<file path="src/rtl/keypad_scan_ctrl_if.sv">
// Keypad-side and control-side signals of the 4x4 keypad scanner.
// master is the scanner itself; slave is whatever drives scan_en and consumes key events.
interface keypad_scan_ctrl_if;
  logic       scan_en;
  logic [3:0] LINE;
  logic [3:0] COLUMN;
  logic [3:0] key_code;
  logic       key_valid;
  logic       key_held;

  modport master (
    input  scan_en, LINE,
    output COLUMN, key_code, key_valid, key_held
  );

  modport slave (
    output scan_en, LINE,
    input  COLUMN, key_code, key_valid, key_held
  );
endinterface

</file>
<file path="src/rtl/keypad_scan_ctrl.sv">
// 4x4 matrix keypad scanner: one-hot column rotation, row sampling,
// press/release debounce and a single-cycle key event with a 4-bit code.
module keypad_scan_ctrl #(
  parameter int DWELL_CYCLES    = 50000,
  parameter int DEBOUNCE_CYCLES = 500000
) (
  input  logic                clk,
  input  logic                rst,
  keypad_scan_ctrl_if.master  kp
);

  localparam int DW = $clog2(DWELL_CYCLES);
  localparam int BW = $clog2(DEBOUNCE_CYCLES);
  localparam logic [DW-1:0] DWELL_LAST  = DW'(DWELL_CYCLES - 1);
  localparam logic [BW-1:0] STABLE_LAST = BW'(DEBOUNCE_CYCLES - 1);

  typedef enum logic [1:0] {IDLE, SCAN, DEBOUNCE, HOLD} state_t;

  state_t        r_state;
  logic [3:0]    r_line_meta;
  logic [3:0]    r_line_sync;
  logic [3:0]    r_row;
  logic [3:0]    r_column;
  logic [3:0]    r_key_code;
  logic          r_key_valid;
  logic          r_key_held;
  logic [DW-1:0] r_dwell;
  logic [BW-1:0] r_stable;

  logic [3:0]    w_line;
  logic          w_line_onehot;
  logic [3:0]    w_column_next;
  logic [3:0]    w_key_code;

  function automatic logic [1:0] onehot_to_idx(input logic [3:0] v);
    case (v)
      4'b0010: return 2'd1;
      4'b0100: return 2'd2;
      4'b1000: return 2'd3;
      default: return 2'd0;
    endcase
  endfunction

  // Map index is {row, col}; matches the legend printed on the keypad.
  function automatic logic [3:0] key_code_of(input logic [1:0] row, input logic [1:0] col);
    case ({row, col})
      4'h0: return 4'd1;   4'h1: return 4'd2;   4'h2: return 4'd3;   4'h3: return 4'd10;
      4'h4: return 4'd4;   4'h5: return 4'd5;   4'h6: return 4'd6;   4'h7: return 4'd11;
      4'h8: return 4'd7;   4'h9: return 4'd8;   4'hA: return 4'd9;   4'hB: return 4'd12;
      4'hC: return 4'd15;  4'hD: return 4'd0;   4'hE: return 4'd14;  default: return 4'd13;
    endcase
  endfunction

  assign w_line        = r_line_sync;
  assign w_line_onehot = (w_line != 4'b0) && ((w_line & (w_line - 4'd1)) == 4'b0);
  assign w_column_next = {r_column[2:0], r_column[3]};
  assign w_key_code    = key_code_of(onehot_to_idx(r_row), onehot_to_idx(r_column));

  // NOTE: all state below uses non-blocking assignments so every register
  // sees the pre-edge values of the others, independent of statement order.
  always_ff @(posedge clk or posedge rst) begin
    if (rst) begin
      r_state     <= SCAN;
      r_line_meta <= 4'b0;
      r_line_sync <= 4'b0;
      r_row       <= 4'b0;
      r_column    <= 4'b0001;
      r_key_code  <= 4'd0;
      r_key_valid <= 1'b0;
      r_key_held  <= 1'b0;
      r_dwell     <= '0;
      r_stable    <= '0;
    end else begin
      r_line_meta <= kp.LINE;
      r_line_sync <= r_line_meta;
      r_key_valid <= 1'b0;

      if (!kp.scan_en) begin
        r_state    <= IDLE;
        r_column   <= 4'b0;
        r_key_held <= 1'b0;
        r_dwell    <= '0;
        r_stable   <= '0;
      end else begin
        case (r_state)
          IDLE: begin
            r_state  <= SCAN;
            r_column <= 4'b0001;
          end

          SCAN: begin
            if (r_dwell == DWELL_LAST) begin
              r_dwell <= '0;
              // Zero or multiple rows means no key or possible ghosting: move on.
              if (w_line_onehot) begin
                r_row    <= w_line;
                r_stable <= '0;
                r_state  <= DEBOUNCE;
              end else begin
                r_column <= w_column_next;
              end
            end else begin
              r_dwell <= r_dwell + DW'(1);
            end
          end

          DEBOUNCE: begin
            if (w_line == r_row) begin
              if (r_stable == STABLE_LAST) begin
                r_key_valid <= 1'b1;
                r_key_code  <= w_key_code;
                r_key_held  <= 1'b1;
                r_stable    <= '0;
                r_state     <= HOLD;
              end else begin
                r_stable <= r_stable + BW'(1);
              end
            end else begin
              r_stable <= '0;
              r_column <= w_column_next;
              r_state  <= SCAN;
            end
          end

          HOLD: begin
            if (w_line == 4'b0) begin
              if (r_stable == STABLE_LAST) begin
                r_key_held <= 1'b0;
                r_stable   <= '0;
                r_column   <= w_column_next;
                r_state    <= SCAN;
              end else begin
                r_stable <= r_stable + BW'(1);
              end
            end else begin
              r_stable <= '0;
            end
          end

          default: r_state <= SCAN;
        endcase
      end
    end
  end

  assign kp.COLUMN    = r_column;
  assign kp.key_code  = r_key_code;
  assign kp.key_valid = r_key_valid;
  assign kp.key_held  = r_key_held;

endmodule

</file>
<file path="src/flat_wrapper.sv">
// flat-port wrapper written by rule: the top's interface ports become plain ports
module keypad_scan_ctrl_flat 
#(
  parameter int DWELL_CYCLES    = 50000,
  parameter int DEBOUNCE_CYCLES = 500000
)
  (clk, rst, kp_scan_en, kp_LINE, kp_COLUMN, kp_key_code, kp_key_valid, kp_key_held);
  keypad_scan_ctrl_if kp_i ();
  input  logic clk;
  input  logic rst;
  input wire logic [$bits(kp_i.scan_en)-1:0] kp_scan_en;
  input wire logic [$bits(kp_i.LINE)-1:0] kp_LINE;
  output wire logic [$bits(kp_i.COLUMN)-1:0] kp_COLUMN;
  output wire logic [$bits(kp_i.key_code)-1:0] kp_key_code;
  output wire logic [$bits(kp_i.key_valid)-1:0] kp_key_valid;
  output wire logic [$bits(kp_i.key_held)-1:0] kp_key_held;
  assign kp_i.scan_en = kp_scan_en;
  assign kp_i.LINE = kp_LINE;
  assign kp_COLUMN = kp_i.COLUMN;
  assign kp_key_code = kp_i.key_code;
  assign kp_key_valid = kp_i.key_valid;
  assign kp_key_held = kp_i.key_held;
  keypad_scan_ctrl #(.DWELL_CYCLES(DWELL_CYCLES), .DEBOUNCE_CYCLES(DEBOUNCE_CYCLES)) u_core (.clk(clk), .rst(rst), .kp(kp_i));
endmodule
</file>
<file path="config.mk">
export PLATFORM = sky130hd
export DESIGN_NAME = keypad_scan_ctrl_flat
export DESIGN_NICKNAME = d
export VERILOG_FILES = /design/src/rtl/keypad_scan_ctrl_if.sv /design/src/rtl/keypad_scan_ctrl.sv /design/src/flat_wrapper.sv
export SDC_FILE = /design/constraint.sdc
export NUM_CORES = 1
export LEC_CHECK = 0
export ABC_CLOCK_PERIOD_IN_PS = 5960
export BUFFER_PORTS_ARGS = -buffer_cell sky130_fd_sc_hd__buf_2
export CAP_MARGIN = 20
export CORE_ASPECT_RATIO = 0.7
export CORE_UTILIZATION = 55
export CTS_BUF_LIST = sky130_fd_sc_hd__clkbuf_16
export DETAILED_ROUTE_END_ITERATION = 8
export PLACE_DENSITY_LB_ADDON = 0.25
export SKIP_LAST_GASP = 1
export SYNTH_ARGS = -nofsm -noshare
export SYNTH_HDL_FRONTEND = slang
export SYNTH_SLANG_ARGS = --single-unit
</file>
<file path="constraint.sdc">
create_clock -name clk -period 5.96 [get_ports clk]
set_input_delay 0.894 -clock clk [delete_from_list [all_inputs] [get_ports clk]]
set_output_delay 0.894 -clock clk [all_outputs]
set_load 0.03 [all_outputs]
</file>
==> impl_summary.log <==
INFO  metric status = finished, final reports clean
INFO  metric drc = 0
INFO  metric die-area = roughly 0.0066 mm2
INFO  metric synth.avg_cell_area = between 10 and 15 um2
INFO  metric synth.most_common_cell = sky130_fd_sc_hd__dfrtp_1
INFO  metric clk_pin_slew_worst_paths = 0.05 ns
INFO  metric tightestPinTransition = about 0.76 ns
INFO  metric post_synthesis_instance_total = around 340
INFO  metric dp_hpwl = ~4800 um
INFO  metric required = between 6 and 7 ns
INFO  metric max-clock-path-buffers = 2
INFO  metric floorplan.initialDensity = between 50% and 60%
INFO  metric vdd_ir_drop_max = roughly 0.00021 V
INFO  metric yosys_register_bits = 59
INFO  metric cts_post_setup_buffers_inserted = 0
INFO  metric rsz_0062_raised_after_global_routing = no
INFO  metric path_max_fanout = 5
INFO  metric crit_path_cell_trace = xnor2_1 > nor3_1 > inv_1 > ha_1 > or3b_2 > a2111oi_2 > a21o_1
INFO  metric post_dp_cell_area = roughly 0.0036 mm2
INFO  metric synth.cell_area = between 0.003 and 0.004 mm2
INFO  metric clock_sinks = between 50 and 60
INFO  metric ant_nets = 0
INFO  metric top_cells_by_count_synth = 57 x sky130_fd_sc_hd__dfrtp_1, 42 x sky130_fd_sc_hd__o21ai_0, 40 x sky130_fd_sc_hd__nand2_1
INFO  metric synth.top_cells.by_area = sky130_fd_sc_hd__dfrtp_1 42%, sky130_fd_sc_hd__o21ai_0 6.1%, sky130_fd_sc_hd__ha_1 4.4%
INFO  metric ys.warnings.count = 0
INFO  metric critical_path.endpoint_type = flip-flop
INFO  metric asyncSetResetFlopFracSynth = 100%
INFO  metric finalHoldWorstSlack = between 0.3 and 0.4 ns
INFO  metric grt_pass1_wl = ~12000 um
INFO  metric synth_cell_type_count = 59
INFO  metric clock_tree.htree_level_count = 3
INFO  metric top_level_ports = 17
INFO  metric antenna_found_initial = 0
INFO  metric cts_tree = yes
INFO  metric cp_slowest_stage_delay = 0.45 ns
INFO  metric cts_hold_fix_bufs = 0
INFO  metric critical_path.slowest_cell = sky130_fd_sc_hd__or3b_2
INFO  metric floorplan.die.width = a little under 100 um
INFO  metric leakagePower = 1.76 nW
INFO  metric route.final.wire_length = 7270 um
INFO  metric detail_route.iter0.violations = 240
INFO  metric post_route_cells_drive_above_1_share = 17.5%
INFO  metric vias = 2684
INFO  metric drt-wirelength-per-cell = 16.5 um
INFO  metric place_congestion = ~0.9
INFO  metric period_share = between 40% and 50%
INFO  metric edff_count_synth = 0
INFO  metric relSlewSlack = 49.3%
INFO  metric nNetsFinal = approximately 380
INFO  metric timing.final.max_slew_violations = 0
INFO  metric floorplan.core_area = 0.00587 mm2
INFO  metric port-buffer-count = 16
INFO  metric final_period_minus_worst_setup_slack = 2.51 ns
INFO  metric gr-total-overflow = 0
INFO  metric fp-row-count = 23
INFO  metric netlist.top_cell.by_area = sky130_fd_sc_hd__dfrtp_1
INFO  metric average_vias_per_placed_instance = between 6 and 7
INFO  metric power_density = 324 mW/mm2
INFO  metric synth_top_area_share = between 40% and 50%
INFO  metric syn_nets = about 360
INFO  metric flow.area_growth_from_synthesis = 13.3%
INFO  metric final_area = approximately 0.0039 mm2
INFO  metric pin_count_of_the_biggest_net_entering_global_routing = 60
INFO  metric track_usage = around 25%
INFO  metric maxCapViolCount = 0
INFO  metric primary_ff_master_synth = sky130_fd_sc_hd__dfrtp_1
INFO  metric n_antenna_cell = 0
INFO  metric sequential_to_total_area_share_from_yosys_stat = about 43%
INFO  metric worstHoldPathType = reg2reg
INFO  metric timing.final.setup_violations = 0
INFO  metric die-height = roughly 70 um
INFO  metric ctsResizeCount = 0
INFO  metric max_clock_freq = 0.398 GHz
INFO  metric finClkSkew = 0.00395 ns
INFO  metric setup_total_negative_slack = 0 ns
INFO  metric clock_tree.root_cell = sky130_fd_sc_hd__clkbuf_16
INFO  metric layout.filler_cells = 466
INFO  metric via_count_of_the_first_global_routing_pass = 2388
INFO  metric crit_arrival = between 2 and 3 ns
INFO  metric worstSetupPathType = reg2reg
INFO  metric tritoncts.num_buffers = 9
INFO  metric worstSkewPairLatency = 0.33 ns
INFO  metric drtPass1Iterations = 5
INFO  metric critPathLaunchType = flip-flop
INFO  metric hold_violation_total_from_the_final_report = 0
## cells in the final DEF (no fill, tap or decap), types with 8 or more instances in the layout
cell / instances
sky130_fd_sc_hd__a22o_1: 11
sky130_fd_sc_hd__and3_1: 15
sky130_fd_sc_hd__buf_2: 16
sky130_fd_sc_hd__clkbuf_16: 9
sky130_fd_sc_hd__dfrtp_1: 57
sky130_fd_sc_hd__ha_1: 12
sky130_fd_sc_hd__inv_1: 8
sky130_fd_sc_hd__nand2_1: 40
sky130_fd_sc_hd__nand3_1: 9
sky130_fd_sc_hd__nor2_1: 12
sky130_fd_sc_hd__o21ai_0: 42
## cell type report
| cell class | count | area, um2 | area share (%) |
|---|---|---|---|
| multi-input combinational | 263 | 1850 | 47.5 |
| timing repair buffer | 18 | 95.1 | 2.44 |
| tap | 75 | 93.8 | 2.41 |
| sequential | 59 | 1480 | 38.0 |
| clock buffer | 9 | 225 | 5.79 |
| clock inverter | 7 | 116 | 2.99 |
| inverter | 9 | 33.8 | 0.868 |
## report_power, final
group	total, mW	internal (mW)	switching (mW)
Clock	0.588	0.406	0.181
Sequential	0.443	0.424	0.0192
Combinational	0.232	0.0765	0.156
## metrics by stage
step / power (mW) / instances / utilization (%) / worst slack (ns)
floorplan: 0.630 / 343 / - / 3.51
global placement: 0.670 / 424 / 60.5 / 3.45
detailed placement: 0.676 / 424 / 60.5 / 3.41
CTS: 1.27 / 440 / 66.3 / 3.44
global route: 1.32 / 440 / 66.3 / 3.23
finish: 1.26 / 440 / 66.3 / 3.45
## flip-flops by register name, indices dropped and copies added, names as in the netlist
name	flops
u_core.kp.COLUMN	4
u_core.kp.key_code	4
u_core.kp.key_held	1
u_core.kp.key_valid	1
u_core.r_dwell	16
u_core.r_line_meta	4
u_core.r_line_sync	4
u_core.r_row	4
u_core.r_stable	19
u_core.r_state	2
## worst paths after layout
| path | slack [ns] | endpoint | from | cells after the start |
|---|---|---|---|---|
| worst max-delay path | 3.45 | u_core.kp.key_code[2] | u_core.kp.COLUMN[3] | 7 |
| min in group asynchronous | 0.77 | u_core.r_line_meta[3] | rst | 3 |
| worst min register to register | 0.35 | u_core.r_line_sync[0] | u_core.r_line_meta[0] | 0 |
| max in group asynchronous | 4.69 | u_core.kp.COLUMN[2] | rst | 3 |
| worst min-delay path | 0.35 | u_core.r_line_sync[0] | u_core.r_line_meta[0] | 0 |
| worst max register to register | 3.45 | u_core.kp.key_code[2] | u_core.kp.COLUMN[3] | 7 |
## critical path, delay by kind of cell (launching register included)
kind,cells,cell delay (ns)
flops,1,0.43
compound gates,2,0.49
simple gates,2,0.89
buf+inv,1,0.17
fa+ha+maj,1,0.33
xor+xnor,1,0.14
## cells by family after synthesis
| group | share of synthesized area [%] |
|---|---|
| AOI/OAI and AO/OA | 19.5 |
| xor gates and xnor gates | 3.06 |
| adders and majority gates | 4.37 |
| buffers and inverters | 3.35 |
| DFF | 43.0 |
| muxes | 4.01 |
| and+or+nand+nor | 22.7 |
## layer usage
metal | track usage (%) | wire (um) | vias up
li1 | - | - | 1297
met1 | 37.7 | 3720 | 1297
met2 | 34.7 | 3090 | 80
met3 | 6.33 | 363 | 10
met4 | 7.72 | 89 | 0
met5 | 0 | 0 | -
Note: power is estimated with default switching activity, not from simulation.
